[config.mk]
export PLATFORM = sky130hd
export DESIGN_NAME = lcd_watch_display
export DESIGN_NICKNAME = d
export VERILOG_FILES = /design/src/rtl/lcd_watch_display.sv
export SDC_FILE = /design/constraint.sdc
export NUM_CORES = 1
export LEC_CHECK = 0
export CAP_MARGIN = 20
export CORE_AREA = 5 5 90 92
export CTS_CLUSTER_SIZE = 25
export DETAILED_ROUTE_END_ITERATION = 16
export DIE_AREA = 0 0 95 97
export PLACE_DENSITY = 0.69
export SYNTH_ARGS = -nofsm -noshare
export SYNTH_HDL_FRONTEND = slang
export SYNTH_SLANG_ARGS = --single-unit
[constraint.sdc]
create_clock -name CLK -period 2.9 [get_ports CLK]
set_input_delay 0.87 -clock CLK [delete_from_list [all_inputs] [get_ports CLK]]
set_output_delay 0.87 -clock CLK [all_outputs]
set_load 0.1 [all_outputs]
[src/rtl/lcd_watch_display.sv]
// rtl/lcd_watch_display.sv - HD44780 init sequence and continuous HH:MM:SS refresh driver
module lcd_watch_display #(
    parameter int TICK_DIV    = 100,
    parameter int POWER_TICKS = 20
) (
    input  logic       CLK,
    input  logic       RESETN,
    input  logic [3:0] H10,
    input  logic [3:0] H1,
    input  logic [3:0] M10,
    input  logic [3:0] M1,
    input  logic [3:0] S10,
    input  logic [3:0] S1,
    output logic       LCD_E,
    output logic       LCD_RS,
    output logic       LCD_RW,
    output logic [7:0] LCD_DATA,
    output logic       FRAME_DONE
);

    localparam int DIV_W  = $clog2(TICK_DIV);
    localparam int STEP_W = $clog2(POWER_TICKS + 1);

    typedef enum logic [3:0] {
        PWR_WAIT, FUNC_SET, DISP_ON, ENTRY_MODE, CLEAR, CLEAR_WAIT, SET_ADDR,
        WR_H10, WR_H1, WR_C1, WR_M10, WR_M1, WR_C2, WR_S10, WR_S1
    } state_t;

    state_t             state_q, state_d;
    logic [DIV_W-1:0]   div_q, div_d;
    logic [STEP_W-1:0]  step_q, step_d;
    logic [23:0]        fb_q, fb_d;
    logic               e_q, e_d;
    logic               rs_q, rs_d;
    logic [7:0]         data_q, data_d;
    logic               fd_q, fd_d;
    logic               wrap;
    logic               strobe;

    assign wrap = (div_q == DIV_W'(TICK_DIV - 1));

    function automatic logic [7:0] glyph(input logic [3:0] d);
        return (d <= 4'd9) ? {4'h3, d} : 8'h3F;
    endfunction

    always_ff @(posedge CLK or negedge RESETN) begin
        if (!RESETN) begin
            state_q <= PWR_WAIT;
            div_q   <= '0;
            step_q  <= '0;
            fb_q    <= '0;
            e_q     <= 1'b0;
            rs_q    <= 1'b0;
            data_q  <= 8'h00;
            fd_q    <= 1'b0;
        end else begin
            state_q <= state_d;
            div_q   <= div_d;
            step_q  <= step_d;
            fb_q    <= fb_d;
            e_q     <= e_d;
            rs_q    <= rs_d;
            data_q  <= data_d;
            fd_q    <= fd_d;
        end
    end

    // Every state lasts whole steps; only the two wait states need the step counter.
    always_comb begin
        state_d = state_q;
        step_d  = step_q;
        div_d   = wrap ? '0 : div_q + 1'b1;
        if (wrap) begin
            step_d = '0;
            case (state_q)
                PWR_WAIT: begin
                    if (step_q == STEP_W'(POWER_TICKS - 1)) state_d = FUNC_SET;
                    else                                    step_d  = step_q + 1'b1;
                end
                CLEAR_WAIT: begin
                    if (step_q == STEP_W'(1)) state_d = SET_ADDR;
                    else                      step_d  = step_q + 1'b1;
                end
                WR_S1:   state_d = SET_ADDR;
                default: state_d = state_t'(state_q + 4'd1);
            endcase
        end
    end

    // Bus values are set for the state being entered, so E sees a full setup cycle.
    always_comb begin
        rs_d   = rs_q;
        data_d = data_q;
        fb_d   = fb_q;
        strobe = !(state_d inside {PWR_WAIT, CLEAR_WAIT});
        e_d    = strobe && (div_d != '0) && (div_d <= DIV_W'(TICK_DIV / 2));
        fd_d   = wrap && (state_q == WR_S1);
        if (wrap) begin
            if (state_d == SET_ADDR) fb_d = {H10, H1, M10, M1, S10, S1};
            case (state_d)
                FUNC_SET:   begin rs_d = 1'b0; data_d = 8'h38; end
                DISP_ON:    begin rs_d = 1'b0; data_d = 8'h0C; end
                ENTRY_MODE: begin rs_d = 1'b0; data_d = 8'h06; end
                CLEAR:      begin rs_d = 1'b0; data_d = 8'h01; end
                SET_ADDR:   begin rs_d = 1'b0; data_d = 8'h84; end
                WR_H10:     begin rs_d = 1'b1; data_d = glyph(fb_q[23:20]); end
                WR_H1:      begin rs_d = 1'b1; data_d = glyph(fb_q[19:16]); end
                WR_C1:      begin rs_d = 1'b1; data_d = 8'h3A; end
                WR_M10:     begin rs_d = 1'b1; data_d = glyph(fb_q[15:12]); end
                WR_M1:      begin rs_d = 1'b1; data_d = glyph(fb_q[11:8]); end
                WR_C2:      begin rs_d = 1'b1; data_d = 8'h3A; end
                WR_S10:     begin rs_d = 1'b1; data_d = glyph(fb_q[7:4]); end
                WR_S1:      begin rs_d = 1'b1; data_d = glyph(fb_q[3:0]); end
                default:    ;
            endcase
        end
    end

    assign LCD_E      = e_q;
    assign LCD_RS     = rs_q;
    assign LCD_RW     = 1'b0;
    assign LCD_DATA   = data_q;
    assign FRAME_DONE = fd_q;

endmodule

# --- After elaboration in Yosys (flattened, before gate mapping) ---
# Index checks and enable logic that the tools add are counted.
# W data, S select, Z words.
word_totals:
  reg_bits: 51
  inputBits: 26
  word_cells: 69
op_classes:
  addsub: 3
  n_lt_le_gt_ge: 7
  eq_ne: 19
  muxes: 16
  reduce_logical: 16
ops:
  columns: ["operator", "count"]
  rows:
  - ["$pmux W8 S12", 1]
  - ["$mux W4", 9]
  - ["$eq A4 B4 Y1 const B", 8]
  - ["$le A4 B4 Y1 const B", 6]
  - ["$eq A4 B3 Y1 const B", 5]
  - ["$pmux W4 S3", 1]
  - ["$reduce_bool A12 Y1", 1]
  - ["$mux W5", 2]
  - ["$pmux W5 S2", 1]
  - ["$eq A4 B2 Y1 const B", 2]
  - ["$logic_not A4 Y1", 2]
  - ["$reduce_or A8 Y1", 1]
  - ["$add A7 B1 Y7 const B", 1]
  - ["$eq A7 B7 Y1 const B", 1]
  - ["$le A7 B6 Y1 const B", 1]
  - ["$mux W7", 1]
  - ["$reduce_bool A7 Y1", 1]
  - ["$reduce_and A2 Y1", 3]
  - ["$add A5 B1 Y5 const B", 1]
  - ["$eq A5 B1 Y1 const B", 1]
  - ["$eq A5 B5 Y1 const B", 1]
  - ["$reduce_or A5 Y1", 1]
  - ["$add A4 B1 Y4 const B", 1]
  - ["$eq A4 B1 Y1 const B", 1]
  - ["5 further kinds", 8]

# --- Longest topological paths before layout ---
logic_depth:
  ltp_word: 9
  ltp_mapped: 11

# --- Worst setup path after synthesis ---
# No wires, ideal clock.
synth_path:
  path_kind: "register -> register"
  startpoint: "register state_q[0]"
  endpoint: "register fb_q[10]"
  setup_time_ps: 127
  arrival_ps: 2376
  t_required_ps: 2773
  slack_ps: 397
  stages_incl_launch_ff: 11
  path_buffers: 1
  synth_period_minus_slack_ps: 2503
  cell_sequence: "dfrtp_1 -> inv_1 -> ha_1 -> or3b_4 -> nand3_2 -> or3_4 -> nand2_2 -> nand3_2 -> nor3_4 -> buf_6 -> mux2_1"
synth_via:
  elab_chain_cells: 5
  elab_cells_between_ends: 10
  classes_between: "add/sub: 1; eq/ne: 3; mux: 4; reduce/logical: 2"
synth_lines:
  columns: ["item", "line_no", "source"]
  rows:
  - ["from (decl)", "29", "state_t state_q, state_d;"]
  - ["from (signal assigned)", "57", "state_q <= state_d;"]
  - ["$add A4 B1 Y4, or another cell as far along", "85", "default: state_d = state_t'(state_q + 4'd1);"]
  - ["$pmux W4 S3", "75", "case (state_q)"]
  - ["$mux W4 (*)", "73", "if (wrap) begin"]
  - ["$eq A4 B3 Y1 (*)", "99", "if (state_d == SET_ADDR) fb_d = {H10, H1, M10, M1, S10, S1};"]
  - ["$reduce_and A2 Y1 (no line) (*)", null, null]
  - ["to (signal assigned)", "51", "fb_q <= '0;"]
  - ["to (signal assigned)", "60", "fb_q <= fb_d;"]
  - ["to (decl)", "32", "logic [23:0] fb_q, fb_d;"]
# Every way passes the cells marked *; elsewhere a longest branch is shown, timed or not.
# A chain may end at the register's enable or synchronous reset.

# --- Worst setup path in the final report ---
layout_path:
  startpoint: "register state_q[0]"
  endpoint: "register data_q[2], in the netlist LCD_DATA[2]"
layout_via:
  elab_chain_cells: 7
  elab_cells_between_ends: 25
  classes_between: "add/sub: 1; eq/ne: 15; mux: 5; reduce/logical: 4"
layout_lines:
  columns: ["item", "line_no", "source"]
  rows:
  - ["$add A4 B1 Y4, or another cell as far along", "85", null]
  - ["$pmux W4 S3", "75", null]
  - ["$mux W4 (*)", "73", null]
  - ["$eq A4 B4 Y1", "100", "case (state_d)"]
  - ["$reduce_or A2 Y1 (no line)", null, null]
  - ["$reduce_bool A12 Y1 (no line)", null, null]
  - ["$reduce_and A2 Y1 (no line)", null, null]
  - ["to (signal assigned)", "63", "data_q <= data_d;"]
  - ["to (decl)", "35", "logic [7:0] data_q, data_d;"]
# Every way passes the cells marked *; elsewhere a longest branch is shown, timed or not. The select of a mux whose other input is x is not followed.

==> impl_summary.log <==
[metrics] part of the cycle the worst path needs: 0.948
[metrics] Post-Place Cell Area: 3240 sq um
[metrics] # nets final: 338
[metrics] list of cells traversed by the critical path: inv_1 > ha_1 > or3b_4 > nor4_4 > o22ai_1 > nand2_2 > inv_1 > a31o_1 > a21o_1 > a22o_1
[metrics] CTS sink count: 49
[metrics] Gate Count Post-Synth: 267
[metrics] worst slack on hold paths: 501 ps
[metrics] number of buffers inserted by port buffering: 35
[metrics] final worst path period need: 2750 ps
[metrics] min-delay worst type: reg2reg
[metrics] CTS tree: done
[metrics] number of distinct library cells after synthesis: 69
[metrics] Clock Tree Root: clkbuf_8
[metrics] share of final-layout standard cells stronger than drive strength 1: 0.167
[metrics] post-route standard cell area excluding fillers: 3340 sq um
[metrics] FILL cells: 695
[metrics] Post-Route Utilization: 0.469
[metrics] WL final: 6.05 mm
[metrics] number of H-tree branching levels: 2
[metrics] final hold vios: 0
[metrics] dominant cell type by count on the critical path: inv_1
[metrics] area enclosed by the die boundary: 9220 sq um
[metrics] static leakage power: 0.00147 uW
[metrics] critical path data required time: 3110 ps
[metrics] average instance area after synthesis: 10.6 sq um
[metrics] Max-cap violations: 0
[metrics] hold-fix buffers at CTS: 0
[metrics] number of DRC markers after the initial detailed-route iteration: 127
[metrics] routability congestion estimate from global placement: 0.921
[metrics] detail-routed net length per standard cell: 15.0 microns
[metrics] remaining max-slew budget at the tightest pin: 0.598
[metrics] clock buffers created by TritonCTS: 5
[metrics] Chip Width: 95 microns
[metrics] total power draw: 1170 uW
[metrics] maximum number of pins on one net before global-route repair: 50
[metrics] Post-CTS Repair Setup Buffers: 0
[metrics] number of placed I/O pins: 38
[metrics] height of the die: 97 microns
[metrics] asr flop ratio synth: 1.00
[metrics] sequential element share of the synthesized area: 0.435
[metrics] summed instance area of the synthesized netlist: 2820 sq um
[metrics] latest clock arrival within the worst-skew pair: 310 ps
[metrics] CP startpoint kind: flop
[metrics] power per cell area: 348 nW/um^2
[metrics] Setup TNS Final: 0 ps
[metrics] detailed-route vias per instance: 5.40
[metrics] effective utilization at floorplan: 0.395
[metrics] transition at the pin with the smallest max-transition slack: 603 ps
[metrics] Final Max Slew Viols: 0
[metrics] worst-case clock buffer depth: 2
[metrics] CP max-delay cell: dfrtp_1
[metrics] antenna diode instance count: 0
[metrics] total iterations of the first detailed-routing run: 4
[metrics] Floorplan Core Area: 7140 sq um
[metrics] wire length of the first global-routing pass: 10.3 mm
[metrics] setup repair after global routing missed its margin: false
[metrics] Fin Clk Skew: 9.28 ps
[metrics] clock-pin slew on the worst setup and hold paths: 100 ps
[metrics] Max rail drop VDD: 0.227 mV
[metrics] DRT antenna net count: 0
[metrics] worst-path maximum fanout: 7
[metrics] delay contributed by the slowest stage of the critical path: 460 ps
[metrics] Max Clock Freq: 364 MHz
[metrics] via count of the first global-routing pass: 2156
[metrics] total congestion overflow after global routing: 0
[metrics] half-perimeter wire length of the detailed placement result: 4.46 mm
[metrics] number of synthesis warnings: 0
[metrics] number of antenna violations at the first check in global routing: 0
[metrics] worst setup path category: reg2reg
[metrics] status: finished, final reports clean
[metrics] Worst Path Arrival: 2960 ps
[metrics] Layout area overhead: 18.5%
[metrics] All-Layer GR Usage: 0.138
[metrics] row cnt: 31
[metrics] Top FF cell, synth: dfrtp_1
[metrics] Setup violations, final: 0
[metrics] sort of element at the end of the critical path: flop
[metrics] number of enable flip-flop cells after synthesis: 0
[metrics] Synth Register Bits: 49
[metrics] Remaining DRCs: 0
[metrics] number of vias in the routed layout: 2180
[layout by cell type (no fill, tap or decap), types with 5 or more instances in the layout]
master and count:
dfrtp_1 49, buf_4 16, mux2_1 19, o21ai_0 10
ha_1 7, nor3_1 6, o31ai_1 5, o21a_1 7
clkdlybuf4s50_1 24, a21oi_1 19, nor2_1 16, clkbuf_8 5
nand3_1 13, mux2_2 5, nand2_1 11, inv_1 10
[where the power goes]
part / switching, uW / internal (uW)
combinational: 27.9 / 29.4
sequential: 0 / 683
clock: 251 / 175
total: 278 / 887
[cell families after synthesis]
| logic type | count (synthesis) | synth area share |
|---|---|---|
| xor gates and xnor gates | 5 | 0.0155 |
| muxes | 28 | 0.110 |
| DFF | 49 | 0.435 |
| and+or+nand+nor | 79 | 0.176 |
| adders and majority gates | 8 | 0.0355 |
| buffers and inverters | 25 | 0.0492 |
| other | 1 | 0.00133 |
| AOI/OAI and AO/OA | 72 | 0.178 |
[Yosys cell counts, types with 4 or more instances]
cell / n / area (sq um)
dfrtp_1: 49 / 1230
a21oi_1: 19 / 95.1
mux2_1: 19 / 214
nor2_1: 16 / 60.1
nand3_1: 13 / 65.1
nand2_1: 11 / 41.3
inv_1: 10 / 37.5
o21ai_0: 10 / 50.1
ha_1: 8 / 100
o21a_1: 7 / 52.6
nor3_1: 6 / 30.0
buf_4: 5 / 37.5
mux2_2: 5 / 56.3
o31ai_1: 5 / 37.5
a211oi_1: 4 / 30.0
mux2i_1: 4 / 40.0
xnor2_1: 4 / 35.0
[sequential cells by signal, indices dropped and copies added, names as in the netlist]
name,flops
fb_q,24
LCD_RS,1
state_q,4
LCD_E,1
LCD_DATA,6
div_q,7
step_q,5
FRAME_DONE,1
[final timing paths]
path / depth (start not counted) / slack [ps] / start / to
worst min-delay path: 1 / 500 / fb_q[16]$_DFFE_PN0P_ / fb_q[16]$_DFFE_PN0P_
worst max-delay path: 10 / 150 / state_q[0]$_DFF_PN0_ / LCD_DATA[2]$_DFFE_PN0P_
min in group asynchronous: 2 / 640 / RESETN / fb_q[7]$_DFFE_PN0P_
worst min register to register: 1 / 500 / fb_q[16]$_DFFE_PN0P_ / fb_q[16]$_DFFE_PN0P_
worst max register to register: 10 / 150 / state_q[0]$_DFF_PN0_ / LCD_DATA[2]$_DFFE_PN0P_
max in group asynchronous: 2 / 1840 / RESETN / div_q[4]$_DFF_PN0_
[layout make-up]
cell class	count	area, sq um	area share
flip-flops and latches	49	1230	0.367
multi-input cells	194	1470	0.439
clock buffers	5	68.8	0.0206
repair buffers	42	385	0.115
well taps	99	124	0.0370
inverters	12	47.5	0.0142
clock inverters	3	25.0	0.00748
[routing by layer]
layer  wire, microns  track usage  vias up
met5               0            0        -
met4              73       0.0377        0
met3             261       0.0303        8
met2            2970        0.223       62
met1            2750        0.184     1049
li1                -            -     1061
[critical path: cells and delay by family, from the launching register on]
kind	cells	cell delay (ps)
and+or+nand+nor	3	870
AOI/OAI and AO/OA	4	820
DFF	1	460
buffers and inverters	2	270
adders and majority gates	1	230
[per-stage QoR]
| step | cells | setup slack (ps) |
|---|---|---|
| finish | 404 | 150 |
| global route | 404 | 4.81 |
| CTS | 404 | 135 |
| detailed placement | 396 | 148 |
| global placement | 396 | 222 |
| floorplan | 268 | 397 |
[repair_timing]
action	in CTS	in global routing
resized for setup	0	3
hold endpoints to repair	0	0
endpoints found under the setup margin	0	24
(Power assumes the default switching activity.)
